### src/rtl/uart_avm_arbiter.sv
// rtl/uart_avm_arbiter.sv - round-robin arbiter sharing one Avalon-MM UART slave between two clients
module uart_avm_arbiter #(
  parameter int ADDR_W   = 5,
  parameter int DATA_W   = 32,
  parameter int MAX_HOLD = 64
) (
  input  logic              avm_clk,
  input  logic              avm_rst,

  input  logic [ADDR_W-1:0] c0_address,
  input  logic              c0_read,
  input  logic              c0_write,
  input  logic [DATA_W-1:0] c0_writedata,
  input  logic              c0_lock,
  output logic [DATA_W-1:0] c0_readdata,
  output logic              c0_waitrequest,

  input  logic [ADDR_W-1:0] c1_address,
  input  logic              c1_read,
  input  logic              c1_write,
  input  logic [DATA_W-1:0] c1_writedata,
  input  logic              c1_lock,
  output logic [DATA_W-1:0] c1_readdata,
  output logic              c1_waitrequest,

  output logic [ADDR_W-1:0] avm_address,
  output logic              avm_read,
  output logic              avm_write,
  output logic [DATA_W-1:0] avm_writedata,
  input  logic [DATA_W-1:0] avm_readdata,
  input  logic              avm_waitrequest,

  output logic [1:0]        o_grant,
  output logic              o_busy
);

  localparam int HW = $clog2(MAX_HOLD + 1);
  localparam logic [HW-1:0] HOLD_MAX = HW'(MAX_HOLD);

  typedef enum logic [1:0] {
    S_IDLE = 2'd0,
    S_G0   = 2'd1,
    S_G1   = 2'd2
  } state_t;

  state_t        state;
  logic          rr_last;
  logic [HW-1:0] hold_cnt;

  logic req0;
  logic req1;
  logic cur_is1;
  logic cur_req;
  logic cur_lock;
  logic oth_req;
  logic wd_expired;
  logic done;
  logic release_now;
  logic [HW-1:0] hold_next;

  assign req0 = c0_read | c0_write;
  assign req1 = c1_read | c1_write;

  // Select the granted client's request/lock and evaluate the release condition
  always_comb begin
    cur_is1     = (state == S_G1);
    cur_req     = cur_is1 ? req1 : req0;
    cur_lock    = cur_is1 ? c1_lock : c0_lock;
    oth_req     = cur_is1 ? req0 : req1;
    wd_expired  = (hold_cnt == HOLD_MAX);
    done        = cur_req & ~avm_waitrequest;
    // A stalled transfer (cur_req & waitrequest) can never satisfy either term
    release_now = (done & (~cur_lock | wd_expired)) | (~cur_req & (~cur_lock | wd_expired));
    hold_next   = wd_expired ? hold_cnt : hold_cnt + 1'b1;
  end

  // Grant state machine with round-robin pointer and hold watchdog counter
  always_ff @(posedge avm_clk) begin
    if (avm_rst) begin
      state    <= S_IDLE;
      rr_last  <= 1'b1;
      hold_cnt <= '0;
    end else begin
      case (state)
        S_IDLE: begin
          hold_cnt <= '0;
          if (req0 && req1) begin
            state   <= rr_last ? S_G0 : S_G1;
            rr_last <= ~rr_last;
          end else if (req0) begin
            state   <= S_G0;
            rr_last <= 1'b0;
          end else if (req1) begin
            state   <= S_G1;
            rr_last <= 1'b1;
          end
        end
        S_G0, S_G1: begin
          if (release_now) begin
            hold_cnt <= '0;
            if (oth_req) begin
              // Zero-idle hand-over to the other client
              state   <= cur_is1 ? S_G0 : S_G1;
              rr_last <= ~cur_is1;
            end else if (!(cur_req && done)) begin
              state <= S_IDLE;
            end
          end else begin
            hold_cnt <= hold_next;
          end
        end
        default: begin
          state    <= S_IDLE;
          hold_cnt <= '0;
        end
      endcase
    end
  end

  assign o_grant = {state == S_G1, state == S_G0};
  assign o_busy  = (state != S_IDLE);

  // Route the granted client to the slave; the ungranted client is held off
  always_comb begin
    avm_address    = '0;
    avm_read       = 1'b0;
    avm_write      = 1'b0;
    avm_writedata  = '0;
    c0_readdata    = '0;
    c0_waitrequest = 1'b1;
    c1_readdata    = '0;
    c1_waitrequest = 1'b1;
    if (state == S_G0) begin
      avm_address    = c0_address;
      avm_read       = c0_read;
      avm_write      = c0_write;
      avm_writedata  = c0_writedata;
      c0_readdata    = avm_readdata;
      c0_waitrequest = avm_waitrequest;
    end else if (state == S_G1) begin
      avm_address    = c1_address;
      avm_read       = c1_read;
      avm_write      = c1_write;
      avm_writedata  = c1_writedata;
      c1_readdata    = avm_readdata;
      c1_waitrequest = avm_waitrequest;
    end
  end

endmodule
### config.mk
export PLATFORM = sky130hd
export DESIGN_NAME = uart_avm_arbiter
export DESIGN_NICKNAME = d
export VERILOG_FILES = /design/src/rtl/uart_avm_arbiter.sv
export SDC_FILE = /design/constraint.sdc
export NUM_CORES = 1
export LEC_CHECK = 0
export ABC_AREA = 1
export ABC_CLOCK_PERIOD_IN_PS = 3100
export CAP_MARGIN = 30
export CORE_AREA = 3 3 86 88
export DETAILED_ROUTE_END_ITERATION = 10
export DIE_AREA = 0 0 89 91
export GPL_ROUTABILITY_DRIVEN = 0
export GPL_TIMING_DRIVEN = 0
export PLACE_DENSITY = 0.81
export SLEW_MARGIN = 0
export SYNTH_ARGS = -nofsm -noshare
export SYNTH_HDL_FRONTEND = slang
export SYNTH_SLANG_ARGS = --single-unit
### constraint.sdc
create_clock -name avm_clk -period 3.1 [get_ports avm_clk]
set_clock_uncertainty 0.2 [all_clocks]
set_input_delay 0.465 -clock avm_clk [delete_from_list [all_inputs] [get_ports avm_clk]]
set_output_delay 0.465 -clock avm_clk [all_outputs]
set_load 0.01 [all_outputs]
==> qor.yml, run 1 <==
critical_path:
  cp.required_ps: 2430
  end_kind: "primary output"
  reg2reg_slack_ps: 1260
  worstSetupPathType: "reg2out"
  worstPathArrival_ps: 2290
  worstReg2RegEnd: "state[0]"
  timing.rr.start: "state[1]"
  crit_path_start_kind: "flip-flop"
  r2r_cells: 9
  critPathMaxFanout: 10
layout:
  design_area_um2: 4150
  num_antenna_cells: 0
  final_common_cell: "clkdlybuf4s50_1"
  layout.cells.non_filler: 615
  nets: 658
  register_area_um2: 200
  final_cell_mix: "220 x clkdlybuf4s50_1, 91 x nand2_1, 53 x inv_1"
  fill_cells: 613
  drive_gt1_share_pct: 8.41
  area_delta_synth_final_pct: 137
  multi_input_area_um2: 1220
die:
  start_util_pct: 26.0
  coreArea_um2: 6720
  ios: 223
  die-area_um2: 8100
  row_count: 30
  die_x_um: 89
  die_y_um: 91
power:
  clock_power_share_pct: 6.9
  pwr_density_cell_nw_per_um2: 569
  p_switching_mw: 1.03
  combPwrFrac_pct: 86.0
  p_int_mw: 1.32
  p_total_mw: 2.36
  seqPwrFrac_pct: 7.1
  p_sw_share_pct: 43.9
  max-vdd-ir-drop_v: 0.000331
  p_leak_nw: 1.99
synth:
  syn_nets: 431
  ys_warn_count: 0
  synth-seq-cells: 10
  ys_seq_area_share_pct: 11.4
  synth_fa_ha_area_share_pct: 5.01
  yosys.area_share.xor_xnor_pct: 1.00
  synth_compound_area_share_pct: 21.4
  synth_area_um2: 1750
  synthTopCellsByArea: "nand2_1 20%, a22o_1 19%, dfxtp_1 11%, inv_1 11%, nor2_1 9.9%"
  synth_top_cell_by_area: "nand2_1"
  synthMuxAreaShare_pct: 0
  synthSimpleGateAreaFrac_pct: 42.0
  yosysUniqueCellTypes: 28
  synth_top_family_by_area: "simple AND/OR/NAND/NOR gates"
  syn_area_per_cell_um2: 5.66
  synth_cells: 309
  synth_top_area_share_pct: 19.5
global_routing:
  grt.overflow.total: 0
  grt_antenna_before_repair: 0
  grt_pass1_vias: 2510
  grt_max_degree: 11
  grt_pass1_wl_mm: 13.4
  track_usage_pct: 21.0
timing:
  rsz0062_at_grt: "true"
  period_share_pct: 95.2
  relSlewSlack_pct: 68.7
  setup_ws_ps: 148
  fmax_mhz: 339
  setup_viol: 0
  min_period_ps: 2950
  worst_slew_pin_slew_ps: 470
  drv_slew: 0
  hold_viol_final: 0
  tns_ps: 0
drt:
  wirelength_mm: 9.24
  ant_nets: 0
  dr.pass1.iters: 5
  vias: 2747
  wl_per_cell_um: 15.0
  drcViolationCount: 0
  drtIter0Drc: 72
  vias_per_cell: 4.47
clock_network:
  cts_buffers: 3
  clockBufferDepth: 2
  cts_max_level: 1
  cts_tree: "done"
  holdBufCountCts: 0
  cts_root_buffer: "clkbuf_8"
  insertion_delay_ps: 230
  clock-sinks: 10
  path_clk_slew_ps: 50
placement:
  io_buffers: 222
  dp.cells: 611
  dp_slack_ps: 303
  placed_area_um2: 4070
  dpl.hpwl_mm: 8.14
hold_path:
  worstHoldStart: "hold_cnt[6]"
  hold_end: "hold_cnt[6]"
  hold_class: "reg2reg"
  hold_depth: 2
run_status:
  outcome: "finished clean"
job:
  max_cap_violations: 0
[worst max path at each step]
stage          startpoint                 to  slack [ps]
5_1_grt          state[1]     avm_address[0]       -0.01
3_3_place_gp     state[1]  avm_writedata[28]         320
3_5_place_dp     state[1]     avm_address[0]         300
4_1_cts          state[1]     avm_address[0]          30
6_report         state[1]     avm_address[0]         150
2_1_floorplan    state[1]           avm_read        1000
[metal layers]
| metal | part of all wire (%) | track usage [%] | vias up |
|---|---|---|---|
| met2 | 53 | 39.7 | 114 |
| met3 | 7.1 | 2.81 | 12 |
| met1 | 39 | 24.3 | 1208 |
| met5 | 0 | 0 | - |
| li1 | - | - | 1413 |
| met4 | 1.7 | 4.84 | 0 |
[registers in the layout, summed over array words and instances, names as in the netlist]
name      flops
rr_last       1
hold_cnt      7
state         2
[critical path, cell delays in order, from the launching register on]
cell and delay [ps]:
dfxtp_1 340, inv_1 110, ha_1 200, buf_2 190, buf_2 230, clkbuf_4 250
a22o_1 180, clkdlybuf4s50_1 550
[through the flow]
step / util (%) / hold WS (ps)
after floorplan: - / 229
after global placement: 60.6 / 253
after detailed placement: 60.6 / 263
after CTS: 61.4 / 271
after global routing: 61.7 / 301
final: 61.7 / 272
[cells in the mapped netlist, drive strengths merged]
library cell  number
nor3b              1
nand2             97
nand4              2
o22ai              2
inv               58
a21oi              4
clkbuf             6
dfxtp             10
a22o              37
o21ai              2
nand3             11
buf               15
nor2              54
ha                 7
nor3               1
xnor2              2
[kinds of logic (layout without fill, tap and decap cells)]
kind of cell,count (synthesis),count (layout)
AO/OA/AOI/OAI,45,45
XOR/XNOR,2,2
adder cells (fa/ha/maj),7,7
buffers and inverters,79,305
flip-flops,10,10
AND/OR/NAND/NOR,166,166
[cell type report]
class | count | share of cell area [%]
sequential | 10 | 4.83
inverter | 58 | 5.31
multi-input combinational | 220 | 29.4
tap | 80 | 2.41
timing repair buffer | 222 | 53.7
buffer | 21 | 2.99
clock buffer | 4 | 1.33
[repair_timing]
item                                   CTS  global route
gates resized for setup                  0             6
buffers inserted                         0             0
endpoints found under the hold margin    0             0
setup endpoints to repair                0            10
[power groups by stage]
| stage | clock network [mW] | logic [mW] | registers [mW] |
|---|---|---|---|
| 2_1_floorplan | 0 | 0.996 | 0.165 |
| 3_3_place_gp | 0 | 2.00 | 0.169 |
| 3_5_place_dp | 0 | 2.03 | 0.169 |
| 4_1_cts | 0.167 | 2.03 | 0.167 |
| 5_1_grt | 0.173 | 2.20 | 0.171 |
| 6_report | 0.162 | 2.03 | 0.168 |
No activity file was read; power rests on OpenSTA's default activity.
==> inputs of run 2 (changes only) <==
--- a/config.mk
+++ b/config.mk
@@ -14,6 +14,7 @@
 export GPL_ROUTABILITY_DRIVEN = 0
 export GPL_TIMING_DRIVEN = 0
 export PLACE_DENSITY = 0.81
+export SETUP_SLACK_MARGIN = 0.1
 export SLEW_MARGIN = 0
 export SYNTH_ARGS = -nofsm -noshare
 export SYNTH_HDL_FRONTEND = slang
==> run 2 against run 1 <==
Net effect:
- die area is the same
- routed wire length increased by 0.25%
- highest routed layer unchanged
- sequential power hardly changed
- register-to-register slack gained 20 ps
- core utilization is 0.15 points higher
==> qor.yml, run 2 (synthesis gave the netlist of run 1 again) <==
critical_path:
  cp_cell_sequence: "inv_1 > ha_1 > buf_2 > nor2_4 > buf_6 > buf_6 > inv_2 > o22ai_1 > clkdlybuf4s50_1"
  max_stage_delay_ps: 560
  crit_path_start_kind: "flip-flop"
  cp_slowest_cell: "clkdlybuf4s50_1"
  worstReg2RegEnd: "state[0]"
  critPathMaxFanout: 10
  worstPathArrival_ps: 2210
  r2r_cells: 9
  cpMostUsedCell: "buf_6"
  cp.required_ps: 2430
  reg2reg_slack_ps: 1280
  timing.rr.start: "state[0]"
  worstSetupPathType: "reg2out"
  critPathBufInv: 6
  end_kind: "primary output"
  critical-path-top-delay-family: "buffers and inverters"
timing:
  period_share_pct: 92.9
  tns_ps: 0
  rsz0062_at_grt: "true"
  min_period_ps: 2880
  setup_viol: 0
  setup_ws_ps: 222
  hold_viol_final: 0
  relSlewSlack_pct: 70.2
  worst_slew_pin_slew_ps: 447
  fmax_mhz: 347
  drv_slew: 0
clock_network:
  cts_root_buffer: "clkbuf_8"
  cts_buffers: 3
  postCtsSetupBuffers: 0
  clock-sinks: 10
  insertion_delay_ps: 230
  path_clk_slew_ps: 50
  cts_max_level: 1
  clockBufferDepth: 2
  cts_tree: "done"
layout:
  num_antenna_cells: 0
  drive_gt1_share_pct: 9.35
  final_cell_mix: "219 x clkdlybuf4s50_1, 91 x nand2_1, 53 x inv_1"
  nets: 658
  area_delta_synth_final_pct: 138
  fin_util_pct: 61.8
  final_common_cell: "clkdlybuf4s50_1"
  largest_register: "hold_cnt"
  largest_register_ffs: 7
  fill_cells: 619
  top_regs: "hold_cnt x7, state x2, rr_last x1"
job:
  max_cap_violations: 0
drt:
  wl_met2_mm: 4.85
  drtIter0Drc: 76
  top_layer: "met4"
  wl_per_cell_um: 15.1
  vias: 2751
  wirelength_mm: 9.27
  wl_met3_um: 640
  dr.pass1.iters: 4
  drcViolationCount: 0
  vias_per_cell: 4.47
  drt-met1-wl_mm: 3.57
  ant_nets: 0
power:
  p_leak_nw: 2.01
  pwr_density_cell_nw_per_um2: 569
  max-vdd-ir-drop_v: 0.000331
global_routing:
  grt_pass1_wl_mm: 13.4
  grt_max_degree: 11
  grt_pass1_vias: 2510
  track_usage_pct: 21.0
  grt_antenna_before_repair: 0
  grt.overflow.total: 0
die:
  start_util_pct: 26.0
  die_x_um: 89
  row_count: 30
  die-area_um2: 8100
  die_y_um: 91
  coreArea_um2: 6720
  ios: 223
hold_path:
  hold_end: "hold_cnt[6]"
  hold_class: "reg2reg"
  worstHoldStart: "hold_cnt[6]"
  hold_depth: 2
placement:
  dpl.hpwl_mm: 8.14
  io_buffers: 222
  dp_slack_ps: 303
run_status:
  outcome: "finished clean"
-- run 2: changes by cell type in the layout (fill, tap and decap cells not counted) --
| cell | change |
|---|---|
| clkbuf_1 | -4 |
| clkbuf_2 | +4 |
| buf_2 | -2 |
| buf_4 | +1 |
| clkbuf_4 | +1 |
| clkdlybuf4s50_1 | -1 |
| dfxtp_1 | -1 |
| dfxtp_2 | +1 |
| dlygate4sd2_1 | +1 |
-- run 2: layer usage --
layer / vias to the layer above / global-route usage [%]
met1: 1215 / 24.3
li1: 1414 / -
met4: 0 / 4.84
met3: 14 / 2.81
met5: - / 0
met2: 108 / 39.7
-- run 2: layout make-up --
cell class                 count  area [um^2]  share of cell area [%]
multi-input combinational    220         1220                    29.3
buffer                        21          134                    3.22
sequential                    10          201                    4.85
inverter                      58          220                    5.30
clock buffer                   4         55.1                    1.32
tap                           80          100                    2.41
timing repair buffer         222         2230                    53.6
-- run 2: how the worst max path moves through the flow --
stage / start / to / slack (ps) / cells after the start
detailed placement: state[1] / avm_address[0] / 300 / 8
floorplan: state[1] / avm_read / 1000 / 8
global placement: state[1] / avm_writedata[28] / 320 / 8
CTS: state[1] / avm_address[3] / 110 / 7
finish: state[1] / avm_write / 220 / 9
global route: state[0] / avm_write / 80 / 9
-- run 2: stage by stage --
step	cell area, um^2	hold slack, ps	std cells	power [mW]
after floorplan	1750	229	309	1.16
after global placement	4070	253	611	2.17
after detailed placement	4070	263	611	2.20
after CTS	4130	271	615	2.37
after global routing	4160	301	615	2.55
final	4160	272	615	2.36
-- run 2: worst min-delay path: cells and delay by family (launching register included) --
family | cells | cell delay, ps
AOI/OAI and AO/OA | 1 | 60
DFF | 1 | 300
and+or+nand+nor | 1 | 60
-- run 2: power breakdown --
group          total (mW)  leakage [nW]  internal [mW]  switching (mW)
clock network       0.162        0.0288          0.112          0.0503
logic                2.03          1.90           1.07           0.965
registers           0.169        0.0818          0.151          0.0185
total                2.36          2.01           1.33            1.03
-- run 2: timing repair --
| action | 4_1_cts | 5_1_grt |
|---|---|---|
| resized for setup | 3 | 16 |
| hold buffers | 0 | 0 |
| endpoints found under the setup margin | 9 | 69 |
==> inputs of run 3 (changes only) <==
--- a/config.mk
+++ b/config.mk
@@ -13,7 +13,7 @@
 export DIE_AREA = 0 0 89 91
 export GPL_ROUTABILITY_DRIVEN = 0
 export GPL_TIMING_DRIVEN = 0
-export PLACE_DENSITY = 0.81
+export PLACE_DENSITY = 0.83
 export SETUP_SLACK_MARGIN = 0.1
 export SLEW_MARGIN = 0
 export SYNTH_ARGS = -nofsm -noshare
==> run 3 against run 2 <==
Net effect:
- critical path depth decreased by 1
- final area decreased by 0.21%
- register-to-register slack about the same
- combinational power about the same
- flip-flop and latch count unchanged
- core utilization decreased by 0.13 points
==> qor.yml, run 3 (synthesis gave the netlist of run 1 again) <==
power:
  p_total_mw: 2.35
  combPwrFrac_pct: 86.0
  p_switching_mw: 1.03
  pwr_density_cell_nw_per_um2: 568
  clock_power_share_pct: 6.8
  p_leak_nw: 1.99
  max-vdd-ir-drop_v: 0.000324
  seqPwrFrac_pct: 7.2
  p_int_mw: 1.32
  p_sw_share_pct: 43.8
timing:
  relSlewSlack_pct: 72.3
  period_share_pct: 92.3
  setup_viol: 0
  worst_slew_pin_slew_ps: 416
  hold_viol_final: 0
  rsz0062_at_grt: "false"
  tns_ps: 0
  drv_slew: 0
  fmax_mhz: 349
  min_period_ps: 2860
  setup_ws_ps: 239
die:
  coreArea_um2: 6720
  ios: 223
  die_x_um: 89
  row_count: 30
  start_util_pct: 26.0
  die-area_um2: 8100
  die_y_um: 91
global_routing:
  grt_pass1_wl_mm: 13.8
  track_usage_pct: 21.4
  grt_antenna_before_repair: 0
  grt_max_degree: 11
  grt.overflow.total: 0
  grt_pass1_vias: 2714
drt:
  vias: 2772
  drtIter0Drc: 66
  wirelength_mm: 9.37
  ant_nets: 0
  dr.pass1.iters: 4
  drcViolationCount: 0
  vias_per_cell: 4.51
  wl_per_cell_um: 15.2
layout:
  final_common_cell: "clkdlybuf4s50_1"
  top_regs: "hold_cnt x7, state x2, rr_last x1"
  layout.cells.non_filler: 615
  nets: 658
  final_cell_mix: "219 x clkdlybuf4s50_1, 91 x nand2_1, 53 x inv_1"
  drive_gt1_share_pct: 8.97
  largest_register_ffs: 7
  area_delta_synth_final_pct: 137
  num_antenna_cells: 0
  design_area_um2: 4150
  largest_register: "hold_cnt"
critical_path:
  cp_cell_sequence: "inv_1 > ha_1 > buf_2 > clkbuf_4 > buf_2 > nand2_1 > inv_1 > clkdlybuf4s50_1"
  cp.required_ps: 2430
  timing.rr.start: "state[0]"
  max_stage_delay_ps: 530
  cp_slowest_cell: "clkdlybuf4s50_1"
  critPathMaxFanout: 10
  end_kind: "primary output"
  worstPathArrival_ps: 2200
  worstSetupPathType: "reg2out"
  worstReg2RegEnd: "state[0]"
  crit_path_start_kind: "flip-flop"
  r2r_cells: 9
  reg2reg_slack_ps: 1290
  critical-path-top-delay-family: "buffers and inverters"
  critPathBufInv: 6
clock_network:
  clock-sinks: 10
  path_clk_slew_ps: 40
  cts_resized: 4
  clockBufferDepth: 2
  insertion_delay_ps: 230
  cts_max_level: 1
  cts_root_buffer: "clkbuf_8"
  postCtsSetupBuffers: 0
  cts_buffers: 3
  cts_tree: "done"
  holdBufCountCts: 0
run_status:
  outcome: "finished clean"
placement:
  dp_slack_ps: 239
  placed_area_um2: 4070
  io_buffers: 222
  dpl.hpwl_mm: 8.12
  dp.cells: 611
hold_path:
  worstHoldStart: "hold_cnt[6]"
  hold_end: "hold_cnt[6]"
  hold_class: "reg2reg"
  hold_depth: 2
job:
  max_cap_violations: 0
run 3: changes by cell type in the layout (fill, tap and decap cells not counted):
cell,before,now
dlymetal6s2s_1,2,1
buf_2,7,8
clkbuf_1,2,4
buf_4,2,1
dlygate4sd2_1,1,2
clkbuf_2,4,2
run 3: worst reg2reg max path: cells and delay by family, from the launching register on:
kind,cells,cell delay [ps]
fa+ha+maj,1,500
simple gates,6,460
flops,1,360
buf+inv,1,100
compound gates,1,100
run 3: cell type report:
cell class,instances,area [um^2]
Tap cell,80,100
Sequential cell,10,201
Fill cell,621,2570
Buffer,21,129
Multi-Input combinational cell,220,1220
Inverter,58,220
Clock buffer,4,55.1
Timing Repair Buffer,222,2220
run 3: worst max path at each step:
stage / cells past startpoint / start / to / slack (ps)
final: 8 / state[1] / c0_readdata[6] / 240
after global routing: 8 / state[1] / c0_readdata[31] / 110
after global placement: 9 / state[1] / avm_read / 290
after floorplan: 8 / state[1] / avm_read / 1000
after CTS: 7 / state[1] / avm_address[2] / 120
after detailed placement: 9 / state[1] / avm_write / 240
run 3: per-layer routing:
metal / global-route usage, % / up-vias / routed length [um]
met2: 41.7 / 101 / 5010
li1: - / 1416 / -
met5: 0 / - / 0
met3: 3.45 / 16 / 641
met1: 23.1 / 1239 / 3500
met4: 5.21 / 0 / 218
run 3: per-stage QoR:
step / utilization [%] / hold slack [ps]
6_report: 61.7 / 279
5_1_grt: 61.7 / 301
4_1_cts: 61.5 / 287
3_5_place_dp: 60.6 / 273
3_3_place_gp: 60.6 / 250
2_1_floorplan: - / 229
run 3: power groups by stage:
stage | Sequential (mW) | Clock (mW) | Combinational [mW]
after global routing | 0.172 | 0.171 | 2.19
after detailed placement | 0.171 | 0 | 2.02
final | 0.169 | 0.160 | 2.02
after CTS | 0.168 | 0.163 | 2.03
after floorplan | 0.165 | 0 | 0.996
after global placement | 0.169 | 0 | 1.99
